### src/rtl/bus_arbiter_pkg.sv
// -----------------------------------------------------------------------------
// bus_arbiter_pkg
//   Shared definitions for the CPU/DMA bus arbiter: bus widths, active-low
//   handshake levels, read/write encoding, arbiter state codes and a counter
//   width helper.
// -----------------------------------------------------------------------------
package bus_arbiter_pkg;

  localparam int BUS_ADDR_WIDTH = 16;
  localparam int DATA_WIDTH     = 16;

  // Handshake levels for the active-low control lines (breq_, bgrt_, ...).
  localparam logic ENABLE_  = 1'b0;
  localparam logic DISABLE_ = 1'b1;

  // Bus direction encoding for rw_.
  localparam logic READ  = 1'b1;
  localparam logic WRITE = 1'b0;

  typedef enum logic [2:0] {
    ARB_CPU   = 3'd0,  // CPU owns the bus (default)
    ARB_HOLD  = 3'd1,  // CPU asked to stall, waiting for cpu_hlda_
    ARB_DMA   = 3'd2,  // DMA owns the bus
    ARB_REL   = 3'd3,  // DMA just released, bus parked in read
    ARB_GUARD = 3'd4   // CPU guard window, breq_ not honoured
  } arb_state_e;

  // Counter width for a terminal count of limit-1, with one spare bit so the
  // reload value never aliases to zero.
  function automatic int cnt_width(input int limit);
    return $clog2(limit) + 1;
  endfunction

endpackage

### src/rtl/arb_cycle_cnt.sv
// -----------------------------------------------------------------------------
// arb_cycle_cnt
//   Clear/enable down counter with a terminal-count strobe. A clear loads
//   LIMIT-1; each enabled cycle counts down, and the enabled cycle that sees
//   zero raises tc and reloads LIMIT-1, so tc repeats every LIMIT enabled
//   cycles. The count never decrements through zero.
//
// Ports
//   clk     in  1  clock
//   reset_  in  1  asynchronous active-low reset (count -> 0)
//   clear   in  1  synchronous load of LIMIT-1 (wins over enable)
//   enable  in  1  count this cycle
//   tc      out 1  terminal count, enabled cycle with count == 0
// -----------------------------------------------------------------------------
module arb_cycle_cnt
  import bus_arbiter_pkg::*;
#(
  parameter int LIMIT = 4
) (
  input  logic clk,
  input  logic reset_,
  input  logic clear,
  input  logic enable,
  output logic tc
);

  localparam int              W    = cnt_width(LIMIT);
  localparam logic [W-1:0]    LOAD = W'(LIMIT - 1);

  logic [W-1:0] count;

  // The owner clears the counter in every cycle it is not counting, so the
  // reset value of zero is never seen by an enabled cycle.
  // NOTE: sequential state uses non-blocking assignments so every flop samples
  // pre-edge values regardless of process ordering.
  always_ff @(posedge clk or negedge reset_) begin
    if (!reset_) begin
      count <= '0;
    end else if (clear) begin
      count <= LOAD;
    end else if (enable) begin
      count <= (count == '0) ? LOAD : count - 1'b1;
    end
  end

  assign tc = enable && !clear && (count == '0);

endmodule

### src/rtl/bus_arbiter.sv
// -----------------------------------------------------------------------------
// bus_arbiter
//   Arbitrates the single memory/I-O bus between the CPU (default owner) and
//   the DMA controller. A DMA request first stalls the CPU through cpu_hold_;
//   bgrt_ is granted only once the CPU acknowledges with cpu_hlda_. After each
//   DMA release the bus is parked in read for one cycle and the CPU keeps the
//   bus for a guard window of CPU_GUARD cycles. A CPU that fails to acknowledge
//   within HOLD_TIMEOUT cycles gets a one-cycle low pulse on hold_err_, and the
//   arbiter keeps waiting.
//
// Parameters
//   CPU_GUARD     guard cycles after a DMA release (>= 1)
//   HOLD_TIMEOUT  cycles without hlda per hold_err_ pulse (>= 2)
//
// Ports
//   clk        in   1               clock, all state on posedge
//   reset_     in   1               asynchronous active-low reset
//   breq_      in   1               DMA bus request (active low)
//   bgrt_      out  1               DMA bus grant (active low, registered)
//   cpu_hold_  out  1               CPU stall request (active low, registered)
//   cpu_hlda_  in   1               CPU hold acknowledge (active low)
//   cpu_addr   in   BUS_ADDR_WIDTH  CPU address
//   cpu_odata  in   DATA_WIDTH      CPU write data
//   cpu_rw_    in   1               CPU read/write
//   dma_addr   in   BUS_ADDR_WIDTH  DMA address
//   dma_odata  in   DATA_WIDTH      DMA write data
//   dma_rw_    in   1               DMA read/write
//   addr       out  BUS_ADDR_WIDTH  bus address from the current owner
//   odata      out  DATA_WIDTH      bus write data from the current owner
//   rw_        out  1               bus read/write from the current owner
//   dma_busy   out  1               DMA owns the bus
//   hold_err_  out  1               hold-timeout pulse (active low, registered)
// -----------------------------------------------------------------------------
module bus_arbiter
  import bus_arbiter_pkg::*;
#(
  parameter int CPU_GUARD    = 4,
  parameter int HOLD_TIMEOUT = 16
) (
  input  logic                      clk,
  input  logic                      reset_,
  input  logic                      breq_,
  output logic                      bgrt_,
  output logic                      cpu_hold_,
  input  logic                      cpu_hlda_,
  input  logic [BUS_ADDR_WIDTH-1:0] cpu_addr,
  input  logic [DATA_WIDTH-1:0]     cpu_odata,
  input  logic                      cpu_rw_,
  input  logic [BUS_ADDR_WIDTH-1:0] dma_addr,
  input  logic [DATA_WIDTH-1:0]     dma_odata,
  input  logic                      dma_rw_,
  output logic [BUS_ADDR_WIDTH-1:0] addr,
  output logic [DATA_WIDTH-1:0]     odata,
  output logic                      rw_,
  output logic                      dma_busy,
  output logic                      hold_err_
);

  arb_state_e state, next_state;

  logic hold_tc, guard_tc;
  logic bgrt_nxt, cpu_hold_nxt, hold_err_nxt;

  // ---------------------------------------------------------------------------
  // Cycle counters. Each is held cleared outside its own state, so entering
  // the state always starts a full window.
  // ---------------------------------------------------------------------------
  arb_cycle_cnt #(.LIMIT(HOLD_TIMEOUT)) u_hold_cnt (
    .clk    (clk),
    .reset_ (reset_),
    .clear  (state != ARB_HOLD),
    .enable ((state == ARB_HOLD) && (breq_ == ENABLE_) && (cpu_hlda_ == DISABLE_)),
    .tc     (hold_tc)
  );

  arb_cycle_cnt #(.LIMIT(CPU_GUARD)) u_guard_cnt (
    .clk    (clk),
    .reset_ (reset_),
    .clear  (state != ARB_GUARD),
    .enable (state == ARB_GUARD),
    .tc     (guard_tc)
  );

  // ---------------------------------------------------------------------------
  // State register
  // ---------------------------------------------------------------------------
  always_ff @(posedge clk or negedge reset_) begin
    if (!reset_) begin
      state <= ARB_CPU;
    end else begin
      state <= next_state;
    end
  end

  // ---------------------------------------------------------------------------
  // Next-state logic
  // ---------------------------------------------------------------------------
  // NOTE: assigning a default before the case keeps every path covered, so no
  // latch is inferred.
  always_comb begin
    next_state = state;
    unique case (state)
      ARB_CPU: begin
        // hlda is only looked at in ARB_HOLD, even if it is already low here.
        if (breq_ == ENABLE_) next_state = ARB_HOLD;
      end
      ARB_HOLD: begin
        // A withdrawn request wins over a late acknowledge.
        if (breq_ == DISABLE_)          next_state = ARB_CPU;
        else if (cpu_hlda_ == ENABLE_)  next_state = ARB_DMA;
      end
      ARB_DMA: begin
        // No preemption and cpu_hlda_ is ignored: only the DMA ends a tenure.
        if (breq_ == DISABLE_) next_state = ARB_REL;
      end
      ARB_REL: begin
        next_state = ARB_GUARD;
      end
      ARB_GUARD: begin
        // breq_ is ignored until the last guard cycle; a request present on
        // that edge skips ARB_CPU.
        if (guard_tc) next_state = (breq_ == ENABLE_) ? ARB_HOLD : ARB_CPU;
      end
      default: begin
        next_state = ARB_CPU;
      end
    endcase
  end

  // ---------------------------------------------------------------------------
  // Output logic: next values of the registered handshakes, decoded from
  // next_state, plus the combinational bus mux from the registered state.
  // ---------------------------------------------------------------------------
  always_comb begin
    bgrt_nxt     = (next_state == ARB_DMA) ? ENABLE_ : DISABLE_;
    // The CPU stays stalled from the request until the release cycle is over.
    cpu_hold_nxt = (next_state inside {ARB_HOLD, ARB_DMA, ARB_REL}) ? ENABLE_ : DISABLE_;
    hold_err_nxt = hold_tc ? ENABLE_ : DISABLE_;

    addr     = cpu_addr;
    odata    = cpu_odata;
    rw_      = cpu_rw_;
    dma_busy = 1'b0;
    unique case (state)
      ARB_DMA: begin
        addr     = dma_addr;
        odata    = dma_odata;
        rw_      = dma_rw_;
        dma_busy = 1'b1;
      end
      ARB_REL: begin
        // The DMA leaves its last rw_ at write; park the bus in read.
        rw_ = READ;
      end
      default: begin
      end
    endcase
    // Keep the bus out of write while reset is held.
    if (!reset_) rw_ = READ;
  end

  always_ff @(posedge clk or negedge reset_) begin
    if (!reset_) begin
      bgrt_     <= DISABLE_;
      cpu_hold_ <= DISABLE_;
      hold_err_ <= DISABLE_;
    end else begin
      bgrt_     <= bgrt_nxt;
      cpu_hold_ <= cpu_hold_nxt;
      hold_err_ <= hold_err_nxt;
    end
  end

endmodule
### config.mk
export PLATFORM = sky130hd
export DESIGN_NAME = bus_arbiter
export DESIGN_NICKNAME = d
export VERILOG_FILES = /design/src/rtl/bus_arbiter_pkg.sv /design/src/rtl/arb_cycle_cnt.sv /design/src/rtl/bus_arbiter.sv
export SDC_FILE = /design/constraint.sdc
export NUM_CORES = 1
export LEC_CHECK = 0
export BUFFER_PORTS_ARGS = -buffer_cell sky130_fd_sc_hd__buf_4
export CORE_MARGIN = 5
export CORE_UTILIZATION = 35
export CTS_CLUSTER_DIAMETER = 150
export DETAILED_ROUTE_END_ITERATION = 8
export PLACE_DENSITY = 0.77
export SYNTH_ARGS = -nofsm -noshare
export SYNTH_HDL_FRONTEND = slang
export SYNTH_SLANG_ARGS = --single-unit
### constraint.sdc
create_clock -name clk -period 2.2 [get_ports clk]
set_input_delay 0.44 -clock clk [delete_from_list [all_inputs] [get_ports clk]]
set_output_delay 0.44 -clock clk [all_outputs]
set_load 0.02 [all_outputs]
==> impl_metrics.tcl <==
set metrics [dict create \
    status "complete, no violations" \
    grt_max_degree 22 \
    yosys.cell_types.count 31 \
    ys_ff_latch 14 \
    synth_common_cells "mux2_4, dfrtp_1, nand2_1, mux2_1" \
    hold_depth 2 \
    dieArea_sq_mm 0.004741 \
    antenna_left 0 \
    track_usage_pct 16.66 \
    cp_max_fo 10 \
    fin_cells 264 \
    p_leak_nw 1.092 \
    cts_buffer_depth 2 \
    synthMostInstantiatedCell "mux2_4" \
    rsz0062_at_grt "false" \
    critPathTopFamily "flip-flops" \
    required_ps 1760 \
    drt_pass1_iterations 4 \
    hpwl_mm 3.660 \
    fillers 271 \
    fin_util_pct 64.08 \
    slew_violations 0 \
    coreArea_sq_mm 0.003337 \
    cap_violations 0 \
    finClkSkew_ps 11.33 \
    grt_pass1_vias 1198 \
    syn-cell-area_sq_mm 0.001212 \
    ys_seq_area_share_pct 29.21 \
    fin_setup_tns_ps 0 \
    finalPower_mw 1.893 \
    post_drt_wl_per_cell_um 16.42 \
    period_minus_slack_ps 2134 \
    final_nets 292 \
    dpl-instance-area_sq_mm 0.002054 \
    endpoint_kind "output pin" \
    crit_chain "nor2b_1 -> and2_4 -> clkbuf_16 -> mux2_4 -> buf_4" \
    start_kind "flip-flop" \
    die_w_um 68.86 \
    setup_violations 0 \
    hp-class "in2reg" \
    power_density_mw_per_mm2 885.3 \
    clock-sinks 14 \
    post_drt_via_cell_ratio 4.777 \
    grt_overflow_total 0 \
    clk_pin_slew_ps 90 \
    slowest_delay_ps 400 \
    drt_iter0_drc 58 \
    synth-edff-count 0 \
    place.gp.congestion 0.7399 \
    yosys_warnings 0 \
    cts_tree "yes" \
    num_rows 21 \
    drive_above_1_share_pct 67.89 \
    fmax_mhz 468.5 \
    synthFlopType "dfrtp_1" \
    synth_area_leader_cell "mux2_4" \
    maxSlewHeadroom_pct 65.04 \
    path_class "reg2out" \
    hold_violations 0 \
    initial_utilization_pct 36.33 \
    synth_area_leaders "mux2_4, dfrtp_1, dfstp_2" \
    antenna_cells 0 \
    place_inst 257 \
    ios 107 \
    tightestPinTransition_ps 517.0 \
    cp.arrival_ps 1690 \
    portBuffers 106 \
    vias 1261 \
    cts_htree_levels 1 \
    fin_area_sq_mm 0.002138 \
    slowest_stage "dfrtp_1" \
    cp_num_cells 5 \
    area_growth_syn_to_layout_pct 76.37 \
    irDropWorstVdd_mv 0.5942 \
    cts-root-buf "clkbuf_4" \
    r2r_cells 6 \
    synth_nets 180 \
    worstSkewPairLatency_ps 280 \
    async_reset_ff_share_pct 100.0 \
    die_h_um 68.86 \
    synthCells 107 \
    drc_errors 0 \
    antenna_found_initial 0 \
    fin_crit_sh_pct 97.01 \
    grt_pass1_wl_mm 5.961 \
    routed_wl_mm 4.335 \
    crit_buf_inv 2 \
    synth_top_area_share_pct 32.20 \
    cts_buffers 3 \
    postSynthAreaPerCell_sq_um 11.33 \
]
-- routing by layer --
metal	up-vias	global-route usage, %	share of wire, %	wire length [um]
li1	610	-	-	-
met1	586	18.69	33	1431
met2	59	30.12	52	2260
met3	6	5.186	13	582
met4	0	4.623	1.4	60
met5	-	0	0	0
-- what timing repair did --
item,CTS,global route
setup endpoints to repair,16,25
cloned,0,1
resized for setup,1,4
hold endpoints to repair,6,0
hold buffers,1,0
buffers inserted,1,0
-- sequential cells by signal, indices dropped and copies added, names as in the netlist --
name,count
hold_err_,1
u_guard_cnt.count,3
cpu_hold_,1
state,3
u_hold_cnt.count,5
bgrt_,1
-- final timing paths --
check                                      from              endpoint  slack, ps
max in group asynchronous                reset_             hold_err_       1410
max                                    state[0]              odata[7]         70
max reg2reg                 u_hold_cnt.count[0]   u_hold_cnt.count[3]        540
min                                       breq_              state[0]        370
min in group asynchronous                reset_  u_guard_cnt.count[0]        530
min reg2reg                u_guard_cnt.count[0]  u_guard_cnt.count[0]        430
-- power breakdown --
group	internal (mW)	switching, mW	total (mW)
logic	0.735	0.650	1.38
registers	0.320	0.0343	0.355
clock network	0.0704	0.0833	0.154
total	1.13	0.768	1.89
-- stage by stage --
stage	hold slack (ps)	worst slack, ps
2_1_floorplan	144.4	430.6
3_3_place_gp	301.2	283.6
3_5_place_dp	301.6	259.2
4_1_cts	361.0	25.94
5_1_grt	370.6	6.727
6_report	372.2	65.69
-- kinds of logic (layout without fill, tap and decap cells) --
kind of cell | Yosys count | in the layout | synth area share, %
AOI/OAI and AO/OA | 14 | 14 | 7.739
muxes | 35 | 35 | 40.25
adders and majority gates | 3 | 3 | 3.096
buffers and inverters | 12 | 123 | 6.398
xor gates and xnor gates | 1 | 1 | 0.7225
and+or+nand+nor | 28 | 28 | 12.59
DFF | 14 | 14 | 29.21
-- placed cells by master (no fill, tap or decap), types with 2 or more instances in the layout --
cell        n
buf_12      2
a21o_1      2
nor2b_1     2
o21ai_0     3
dfrtp_1    10
ha_1        3
mux2_4     26
nor4b_1     2
clkbuf_4    3
mux2_1      6
dfstp_2     3
nand4_1     2
nor2_1      5
inv_1       5
mux2i_1     3
nand2b_1    2
nand2_1     8
a21oi_1     4
buf_4     109
o31ai_1     2
-- cell type report --
class                   instances  area, sq um  area share (%)
flip-flops and latches         14        355.3           16.62
multi-input cells              81        783.3           36.63
clock buffers                   4        26.28           1.229
inverters                       6        22.52           1.053
repair buffers                113        893.4           41.78
well taps                      46        57.56           2.692
No activity file was read; power rests on OpenSTA's default activity.
